### config.mk
export PLATFORM = sky130hd
export DESIGN_NAME = ttc_apb_regif_lite22_flat
export DESIGN_NICKNAME = d
export VERILOG_FILES = /design/src/rtl/ttc_apb_regif_lite22_if.sv /design/src/rtl/ttc_apb_regif_lite22.sv /design/src/flat_wrapper.sv
export SDC_FILE = /design/constraint.sdc
export NUM_CORES = 1
export LEC_CHECK = 0
export BUFFER_PORTS_ARGS = -buffer_cell sky130_fd_sc_hd__clkbuf_2
export CAP_MARGIN = 30
export CORE_AREA = 4 4 165 167
export DETAILED_ROUTE_END_ITERATION = 10
export DIE_AREA = 0 0 169 171
export MAX_ROUTING_LAYER = met4
export SLEW_MARGIN = 20
export SYNTH_ARGS = -nofsm -noshare
export SYNTH_HDL_FRONTEND = slang
export SYNTH_SLANG_ARGS = --single-unit
export TNS_END_PERCENT = 30
### constraint.sdc
create_clock -name pclk22 -period 3.08 [get_ports pclk22]
set_clock_uncertainty 0.15 [all_clocks]
set_input_delay 0.154 -clock pclk22 [delete_from_list [all_inputs] [get_ports pclk22]]
set_output_delay 0.154 -clock pclk22 [all_outputs]
set_load 0.01 [all_outputs]
### src/rtl/ttc_apb_regif_lite22_if.sv
// ttc_apb_regif_lite22_if: APB bus bundle between the bridge and the TTC register interface.
interface ttc_apb_regif_lite22_if;
   logic        psel22;
   logic        penable22;
   logic        pwrite22;
   logic [7:0]  paddr22;
   logic [31:0] pwdata22;
   logic [31:0] prdata22;
   modport master (output psel22, penable22, pwrite22, paddr22, pwdata22, input prdata22);
   modport slave  (input psel22, penable22, pwrite22, paddr22, pwdata22, output prdata22);
endinterface

### src/rtl/ttc_apb_regif_lite22.sv
// ttc_apb_regif_lite22: APB register decode, write strobes, read mux and read-to-clear for N timers.
module ttc_apb_regif_lite22 #(
   parameter int N_TIMERS = 3
) (
   input  logic                    pclk22,
   input  logic                    n_p_reset22,
   ttc_apb_regif_lite22_if.slave   apb,
   output logic [15:0]             wr_data22,
   output logic [N_TIMERS-1:0]     clk_ctrl_reg_sel22,
   output logic [N_TIMERS-1:0]     cntr_ctrl_reg_sel22,
   output logic [N_TIMERS-1:0]     interval_reg_sel22,
   output logic [N_TIMERS-1:0]     match_1_reg_sel22,
   output logic [N_TIMERS-1:0]     match_2_reg_sel22,
   output logic [N_TIMERS-1:0]     match_3_reg_sel22,
   output logic [N_TIMERS-1:0]     intr_en_reg_sel22,
   output logic [N_TIMERS-1:0]     clear_interrupt22,
   input  logic [7*N_TIMERS-1:0]   clk_ctrl_reg22,
   input  logic [7*N_TIMERS-1:0]   cntr_ctrl_reg22,
   input  logic [16*N_TIMERS-1:0]  counter_val_reg22,
   input  logic [16*N_TIMERS-1:0]  interval_reg22,
   input  logic [16*N_TIMERS-1:0]  match_1_reg22,
   input  logic [16*N_TIMERS-1:0]  match_2_reg22,
   input  logic [16*N_TIMERS-1:0]  match_3_reg22,
   input  logic [6*N_TIMERS-1:0]   interrupt_reg22,
   input  logic [6*N_TIMERS-1:0]   interrupt_en_reg22
);
   logic [5:0]          word;
   logic [3:0]          ri;
   logic [1:0]          ti;
   logic                mapped, writable, wr_acc, rd_acc, rd_set;
   logic [N_TIMERS-1:0] hit;
   logic [31:0]         rd_val;
   // Registers are interleaved per timer: word = 3*reg + timer.
   assign word     = apb.paddr22[7:2];
   assign ri       = 4'(word / 6'd3);
   assign ti       = 2'(word % 6'd3);
   assign mapped   = apb.paddr22[1:0] == 2'b00 && apb.paddr22 <= 8'h68 && int'(ti) < N_TIMERS;
   assign writable = ri != 4'd2 && ri != 4'd7;
   assign hit      = mapped ? N_TIMERS'(1) << ti : '0;
   assign wr_acc   = apb.psel22 && apb.penable22 && apb.pwrite22;
   assign rd_acc   = apb.psel22 && apb.penable22 && !apb.pwrite22;
   assign rd_set   = apb.psel22 && !apb.penable22 && !apb.pwrite22;
   always_comb begin
      rd_val = '0;
      if (mapped)
         case (ri)
            4'd0: rd_val = 32'(clk_ctrl_reg22[7*ti +: 7]);
            4'd1: rd_val = 32'(cntr_ctrl_reg22[7*ti +: 7]);
            4'd2: rd_val = 32'(counter_val_reg22[16*ti +: 16]);
            4'd3: rd_val = 32'(interval_reg22[16*ti +: 16]);
            4'd4: rd_val = 32'(match_1_reg22[16*ti +: 16]);
            4'd5: rd_val = 32'(match_2_reg22[16*ti +: 16]);
            4'd6: rd_val = 32'(match_3_reg22[16*ti +: 16]);
            4'd7: rd_val = 32'(interrupt_reg22[6*ti +: 6]);
            4'd8: rd_val = 32'(interrupt_en_reg22[6*ti +: 6]);
            default: rd_val = '0;
         endcase
   end
   always_ff @(posedge pclk22 or negedge n_p_reset22) begin
      if (!n_p_reset22) begin
         apb.prdata22        <= '0;
         wr_data22           <= '0;
         clk_ctrl_reg_sel22  <= '0;
         cntr_ctrl_reg_sel22 <= '0;
         interval_reg_sel22  <= '0;
         match_1_reg_sel22   <= '0;
         match_2_reg_sel22   <= '0;
         match_3_reg_sel22   <= '0;
         intr_en_reg_sel22   <= '0;
         clear_interrupt22   <= '0;
      end else begin
         clk_ctrl_reg_sel22  <= (wr_acc && ri == 4'd0) ? hit : '0;
         cntr_ctrl_reg_sel22 <= (wr_acc && ri == 4'd1) ? hit : '0;
         interval_reg_sel22  <= (wr_acc && ri == 4'd3) ? hit : '0;
         match_1_reg_sel22   <= (wr_acc && ri == 4'd4) ? hit : '0;
         match_2_reg_sel22   <= (wr_acc && ri == 4'd5) ? hit : '0;
         match_3_reg_sel22   <= (wr_acc && ri == 4'd6) ? hit : '0;
         intr_en_reg_sel22   <= (wr_acc && ri == 4'd8) ? hit : '0;
         clear_interrupt22   <= (rd_acc && ri == 4'd7) ? hit : '0;
         if (wr_acc && mapped && writable)
            wr_data22 <= apb.pwdata22[15:0];
         if (rd_set)
            apb.prdata22 <= rd_val;
      end
   end
endmodule

### src/flat_wrapper.sv
// flat-port wrapper written by rule: the top's interface ports become plain ports
module ttc_apb_regif_lite22_flat 
#(
   parameter int N_TIMERS = 3
)
  (pclk22, n_p_reset22, wr_data22, clk_ctrl_reg_sel22, cntr_ctrl_reg_sel22, interval_reg_sel22, match_1_reg_sel22, match_2_reg_sel22, match_3_reg_sel22, intr_en_reg_sel22, clear_interrupt22, clk_ctrl_reg22, cntr_ctrl_reg22, counter_val_reg22, interval_reg22, match_1_reg22, match_2_reg22, match_3_reg22, interrupt_reg22, interrupt_en_reg22, apb_psel22, apb_penable22, apb_pwrite22, apb_paddr22, apb_pwdata22, apb_prdata22);
  ttc_apb_regif_lite22_if apb_i ();
  input  logic pclk22;
  input  logic n_p_reset22;
  output logic [15:0] wr_data22;
  output logic [N_TIMERS-1:0] clk_ctrl_reg_sel22;
  output logic [N_TIMERS-1:0] cntr_ctrl_reg_sel22;
  output logic [N_TIMERS-1:0] interval_reg_sel22;
  output logic [N_TIMERS-1:0] match_1_reg_sel22;
  output logic [N_TIMERS-1:0] match_2_reg_sel22;
  output logic [N_TIMERS-1:0] match_3_reg_sel22;
  output logic [N_TIMERS-1:0] intr_en_reg_sel22;
  output logic [N_TIMERS-1:0] clear_interrupt22;
  input  logic [7*N_TIMERS-1:0] clk_ctrl_reg22;
  input  logic [7*N_TIMERS-1:0] cntr_ctrl_reg22;
  input  logic [16*N_TIMERS-1:0] counter_val_reg22;
  input  logic [16*N_TIMERS-1:0] interval_reg22;
  input  logic [16*N_TIMERS-1:0] match_1_reg22;
  input  logic [16*N_TIMERS-1:0] match_2_reg22;
  input  logic [16*N_TIMERS-1:0] match_3_reg22;
  input  logic [6*N_TIMERS-1:0] interrupt_reg22;
  input  logic [6*N_TIMERS-1:0] interrupt_en_reg22;
  input wire logic [$bits(apb_i.psel22)-1:0] apb_psel22;
  input wire logic [$bits(apb_i.penable22)-1:0] apb_penable22;
  input wire logic [$bits(apb_i.pwrite22)-1:0] apb_pwrite22;
  input wire logic [$bits(apb_i.paddr22)-1:0] apb_paddr22;
  input wire logic [$bits(apb_i.pwdata22)-1:0] apb_pwdata22;
  output wire logic [$bits(apb_i.prdata22)-1:0] apb_prdata22;
  assign apb_i.psel22 = apb_psel22;
  assign apb_i.penable22 = apb_penable22;
  assign apb_i.pwrite22 = apb_pwrite22;
  assign apb_i.paddr22 = apb_paddr22;
  assign apb_i.pwdata22 = apb_pwdata22;
  assign apb_prdata22 = apb_i.prdata22;
  ttc_apb_regif_lite22 #(.N_TIMERS(N_TIMERS)) u_core (.pclk22(pclk22), .n_p_reset22(n_p_reset22), .apb(apb_i), .wr_data22(wr_data22), .clk_ctrl_reg_sel22(clk_ctrl_reg_sel22), .cntr_ctrl_reg_sel22(cntr_ctrl_reg_sel22), .interval_reg_sel22(interval_reg_sel22), .match_1_reg_sel22(match_1_reg_sel22), .match_2_reg_sel22(match_2_reg_sel22), .match_3_reg_sel22(match_3_reg_sel22), .intr_en_reg_sel22(intr_en_reg_sel22), .clear_interrupt22(clear_interrupt22), .clk_ctrl_reg22(clk_ctrl_reg22), .cntr_ctrl_reg22(cntr_ctrl_reg22), .counter_val_reg22(counter_val_reg22), .interval_reg22(interval_reg22), .match_1_reg22(match_1_reg22), .match_2_reg22(match_2_reg22), .match_3_reg22(match_3_reg22), .interrupt_reg22(interrupt_reg22), .interrupt_en_reg22(interrupt_en_reg22));
endmodule
==> results.sh, run 1 <==
export IMPL_status="stopped before the end"
export IMPL_lastStage="detailed routing (5_2_route)"
export IMPL_error="[ERROR DRT-0255] Maze Route cannot find path of net pclk22 in worker of routeBox ( 144900 0 ) ( 169000 48300 )."
export IMPL_antenna_found_initial=3
export IMPL_worst_endpoint="u_core.apb.prdata22[8]$_DFFE_PN0P_/D"
export IMPL_cts_buffers=5
export IMPL_ys_types=81
export IMPL_grt_pass1_vias=7734
export IMPL_avgSynthCellArea_um2=9.19
export IMPL_ys_warn_count=0
export IMPL_dp_hpwl_um=26800
export IMPL_synth_seq_cells=56
export IMPL_yosysSeqAreaShare=0.253
export IMPL_gp_congestion=0.906
export IMPL_yosys_top_cells_area="dfrtp_1, mux2_2, mux2i_1"
export IMPL_numClockSinks=56
export IMPL_initial_core_util=0.215
export IMPL_netlist_top_cell_by_area="dfrtp_1"
export IMPL_grt_overflow=0
export IMPL_io_pins=435
export IMPL_die_x_um=169
export IMPL_worst_ep_kind="sequential cell input"
export IMPL_grt_max_degree=35
export IMPL_synth_edf_count=0
export IMPL_cts_root_buffer="clkbuf_16"
export IMPL_cts_max_path_buffers=2
export IMPL_synth_ff_type="dfrtp_1"
export IMPL_async_flop_share=1.00
export IMPL_io_buffers=402
export IMPL_synth_cells=602
export IMPL_syn_area_um2=5530
export IMPL_die_y_um=171
export IMPL_track_usage=0.213
export IMPL_grt_pass1_wl_um=45600
export IMPL_netlist_area_leader_share=0.253
export IMPL_h_tree_depth=2
export IMPL_std_cell_rows=59
[through the flow]
stage	cells	instance area (um2)	worst slack [ns]	setup TNS, ns	util
2_1_floorplan	617	5740	-0.948	-40.25	-
4_1_cts	1506	10100	-0.587	-17.83	0.393
5_1_grt	1516	10300	-0.711	-23.30	0.399
3_5_place_dp	1442	9010	-1.29	-46.67	0.350
3_3_place_gp	1442	9010	-1.24	-42.32	0.350
[per-layer routing]
| metal | track usage |
|---|---|
| met5 | - |
| met4 | 0.0385 |
| met3 | 0.0259 |
| met2 | 0.377 |
| met1 | 0.265 |
[Yosys cell counts (3+ instances only)]
library cell	count
nand2_1	52
o22ai_1	8
xnor2_1	4
a211oi_2	3
a221o_1	7
a222oi_1	23
a22oi_1	11
or3_1	6
inv_1	9
clkbuf_1	8
nand3_1	14
a22o_1	4
o31ai_1	4
o221ai_1	4
a21oi_1	27
a31oi_1	9
o21ai_0	13
mux2_1	11
buf_4	30
mux4_2	5
o21ai_1	8
buf_2	19
nor2_1	53
buf_6	6
mux2i_1	36
o211ai_1	7
a32o_1	4
dfrtp_1	56
and3b_1	4
nor3_2	4
a221oi_1	15
nor2_2	3
or2_2	4
nor3_1	21
a2111oi_0	5
mux2_2	47
a21oi_2	3
[repair_timing]
| action | 4_1_cts | 5_1_grt |
|---|---|---|
| pin swaps | 54 | 14 |
| hold endpoints to repair | 48 | 0 |
| gates resized for setup | 100 | 21 |
| endpoints found under the setup margin | 56 | 56 |
| setup buffers | 41 | 8 |
| gates cloned | 1 | 0 |
| hold buffers | 17 | 0 |
[cells by family after synthesis]
family / after synthesis / share of synthesized area
and+or+nand+nor: 191 / 0.186
AOI/OAI and AO/OA: 176 / 0.259
muxes: 99 / 0.204
buffers and inverters: 72 / 0.0817
DFF: 56 / 0.253
xor gates and xnor gates: 5 / 0.0113
adders and majority gates: 2 / 0.00452
other: 1 / 0.000678
==> inputs of run 2 (changes only) <==
--- a/config.mk
+++ b/config.mk
@@ -7,10 +7,10 @@
 export LEC_CHECK = 0
 export BUFFER_PORTS_ARGS = -buffer_cell sky130_fd_sc_hd__clkbuf_2
 export CAP_MARGIN = 30
-export CORE_AREA = 4 4 165 167
+export CORE_AREA = 4 4 168 170
 export DETAILED_ROUTE_END_ITERATION = 10
-export DIE_AREA = 0 0 169 171
-export MAX_ROUTING_LAYER = met4
+export DIE_AREA = 0 0 172 174
+export PLACE_DENSITY_LB_ADDON = 0.15
 export SLEW_MARGIN = 20
 export SYNTH_ARGS = -nofsm -noshare
 export SYNTH_HDL_FRONTEND = slang
==> run 2 against run 1 <==
Against the previous run: the flow now finishes, with violations (setup timing); synthesized cell count did not move; global-route usage decreased by 0.083 points; synthesized area did not move.
==> results.sh, run 2 <==
export IMPL_nNetsFinal=1527
export IMPL_clk_pin_slew_ns=0.08
export IMPL_cts_tree="built"
export IMPL_fill_cells=2820
export IMPL_drc=0
export IMPL_grt_max_degree=57
export IMPL_grt_pass1_wl_um=47500
export IMPL_ant_nets=0
export IMPL_cts_max_path_buffers=2
export IMPL_drv_slew=0
export IMPL_synth_commonest_cells="dfrtp_1, nor2_1, nand2_1, mux2_2, mux2i_1"
export IMPL_path_class="in2reg"
export IMPL_cp_end_kind="flop"
export IMPL_worstPathCellList="clkbuf_16 > and3b_2 > nor3_4 > nor2_1 > ha_2 > and2b_2 > a21oi_4 > nor2_8 > xnor2_2 > ha_2 > buf_4 > inv_4 > o21a_4 > buf_12 > buf_12 > mux2_2 > a222oi_1 > buf_4 > o21ai_0 > a31o_1"
export IMPL_initial_core_util=0.207
export IMPL_drv_cap=0
export IMPL_grt_pass1_vias=7390
export IMPL_p_leak_nw=5.09
export IMPL_holdWs_ns=0.0579
export IMPL_yosys_top_cells_area="dfrtp_1, mux2_2, mux2i_1"
export IMPL_fin_ws_ns=-0.611
export IMPL_multi_input_area_um2=4190
export IMPL_drt_iter0_drc=567
export IMPL_worstSkewPairLatency_ns=0.30
export IMPL_p_per_area_nw_per_um2=364
export IMPL_coreArea_um2=26700
export IMPL_seq_power_share=0.221
export IMPL_p_switching_mw=1.34
export IMPL_max_stage_delay_ns=0.51
export IMPL_areaGrowthSynthToFinish_pct=82.2
export IMPL_drt_wirelength_per_cell_um=22.4
export IMPL_cts_buffers=5
export IMPL_vdd_ir_drop_max_v=0.000203
export IMPL_std_cell_rows=60
export IMPL_finalWirelength_um=33700
export IMPL_period_needed_ns=3.69
export IMPL_die_x_um=172
export IMPL_status="finished with violations"
export IMPL_largestRegisters="u_core.apb.prdata22: 16 flops, u_core.wr_data22: 16 flops"
export IMPL_antenna_found_initial=1
export IMPL_crit_path_start_kind="input port"
export IMPL_track_usage=0.212
export IMPL_drtPass1Iterations=6
export IMPL_layout_commonest_cell="clkbuf_2"
export IMPL_arrival_ns=3.74
export IMPL_synth_edf_count=0
export IMPL_seq_area_um2=1400
export IMPL_grt_overflow=0
export IMPL_hold_viol=0
export IMPL_rsz0062_at_grt="true"
export IMPL_yosysSeqAreaShare=0.253
export IMPL_routed_via_density=4.74
export IMPL_max_slew_worst_pin_slew_ns=0.945
export IMPL_clock_power_share=0.180
export IMPL_ys_warn_count=0
export IMPL_netlist_area_leader_share=0.253
export IMPL_p_int_mw=2.33
export IMPL_fmax_mhz=271
export IMPL_synth_cells=602
export IMPL_final_util=0.377
export IMPL_placed_area_um2=9000
export IMPL_numClockSinks=56
export IMPL_avgSynthCellArea_um2=9.19
export IMPL_reg2reg_slack_ns=1.86
export IMPL_violations="setup timing"
export IMPL_yosysMostFrequentCell="dfrtp_1"
export IMPL_ys_types=81
export IMPL_synth_ff_type="dfrtp_1"
export IMPL_io_buffers=402
export IMPL_gp_congestion=0.844
export IMPL_finalCritPeriodShare=1.20
export IMPL_min_path_type="in2reg"
export IMPL_die_area_um2=29900
export IMPL_crit_path_top_delay_cell="a222oi_1"
export IMPL_fin_area_um2=10100
export IMPL_syn_area_um2=5530
export IMPL_maxSlewHeadroom=0.364
export IMPL_layout_common_cells="clkbuf_2, buf_4, dfrtp_1, nand2_1, nor2_1"
export IMPL_crit_fanout=5
export IMPL_async_flop_share=1.00
export IMPL_synth_seq_cells=56
export IMPL_dp_hpwl_um=28300
export IMPL_die_y_um=174
export IMPL_netSwitchingFraction=0.366
export IMPL_vias=7139
export IMPL_drive_above_1_share=0.635
export IMPL_netlist_top_cell_by_area="dfrtp_1"
export IMPL_setup_viol=56
export IMPL_io_pins=435
export IMPL_cts_root_buffer="clkbuf_16"
export IMPL_required_ns=3.13
export IMPL_h_tree_depth=2
export IMPL_combPwrFrac=0.599
## run 2: cell counts after synthesis
No cell type changed its count.
## run 2: final cells by class
cell class | instances | area share
diodes | 1 | 0.000248
clock buffers | 6 | 0.0128
clock inverters | 2 | 0.00348
inverters | 9 | 0.00360
multi-input cells | 489 | 0.415
flip-flops and latches | 56 | 0.139
well taps | 341 | 0.0423
repair buffers | 601 | 0.383
## run 2: cells by family (layout without fill, tap and decap cells)
family | Yosys count | in the layout | share of synthesized area
AO/OA/AOI/OAI | 176 | 176 | 0.259
XOR/XNOR | 5 | 5 | 0.0113
adder cells (fa/ha/maj) | 2 | 2 | 0.00452
buffers and inverters | 72 | 618 | 0.0817
flip-flops | 56 | 56 | 0.253
multiplexers | 99 | 99 | 0.204
other | 1 | 17 | 0.000678
AND/OR/NAND/NOR | 191 | 191 | 0.186
## run 2: per-stage QoR
stage	cells	setup WS, ns	setup TNS [ns]	power [mW]
after floorplan	617	-0.948	-40.25	1.75
after global placement	1446	-1.11	-43.05	2.65
after detailed placement	1446	-1.22	-47.90	2.66
after CTS	1494	-0.604	-19.94	3.60
after global routing	1504	-0.784	-26.22	3.87
final	1505	-0.611	-17.17	3.67
## run 2: repair_timing
| item | in CTS | in global routing |
|---|---|---|
| endpoints found under the setup margin | 56 | 56 |
| setup buffers | 22 | 11 |
| hold endpoints to repair | 72 | 0 |
| cloned | 3 | 0 |
| pin swaps | 38 | 29 |
| gates resized for setup | 50 | 44 |
| hold buffers | 17 | 0 |
## run 2: worst paths after layout
path | cells past startpoint | endpoint | startpoint
min in group asynchronous | 3 | u_core.apb.prdata22[11]$_DFFE_PN0P_ | n_p_reset22
setup / recovery | 20 | u_core.apb.prdata22[6]$_DFFE_PN0P_ | apb_paddr22[4]
setup reg to reg | 3 | u_core.apb.prdata22[1]$_DFFE_PN0P_ | u_core.apb.prdata22[1]$_DFFE_PN0P_
hold / removal | 3 | u_core.clear_interrupt22[0]$_DFF_PN0_ | apb_psel22
hold reg to reg | 2 | u_core.apb.prdata22[8]$_DFFE_PN0P_ | u_core.apb.prdata22[8]$_DFFE_PN0P_
max in group asynchronous | 3 | u_core.wr_data22[7]$_DFFE_PN0P_ | n_p_reset22
## run 2: critical path, delay by kind of cell
family / cells / cell delay (ns)
compound gates: 5 / 1.18
buf+inv: 6 / 0.81
simple gates: 5 / 0.71
mux: 1 / 0.32
xor+xnor: 1 / 0.14
fa+ha+maj: 2 / 0.43
## run 2: routing by layer
metal	up-vias	GRT usage	wire length, um
li1	3442	-	-
met1	3398	0.287	14600
met3	22	0.0302	2060
met5	-	0	13
met4	2	0.0350	424
met2	275	0.365	16500
## run 2: power groups by stage
stage               sequential [mW]  clock, mW  combinational [mW]
global placement              0.823          0                1.83
detailed placement            0.825          0                1.83
floorplan                     0.848          0               0.904
CTS                           0.810      0.686                2.11
finish                        0.813      0.659                2.20
global route                  0.819      0.706                2.35
Note: power is estimated with default switching activity, not from simulation.
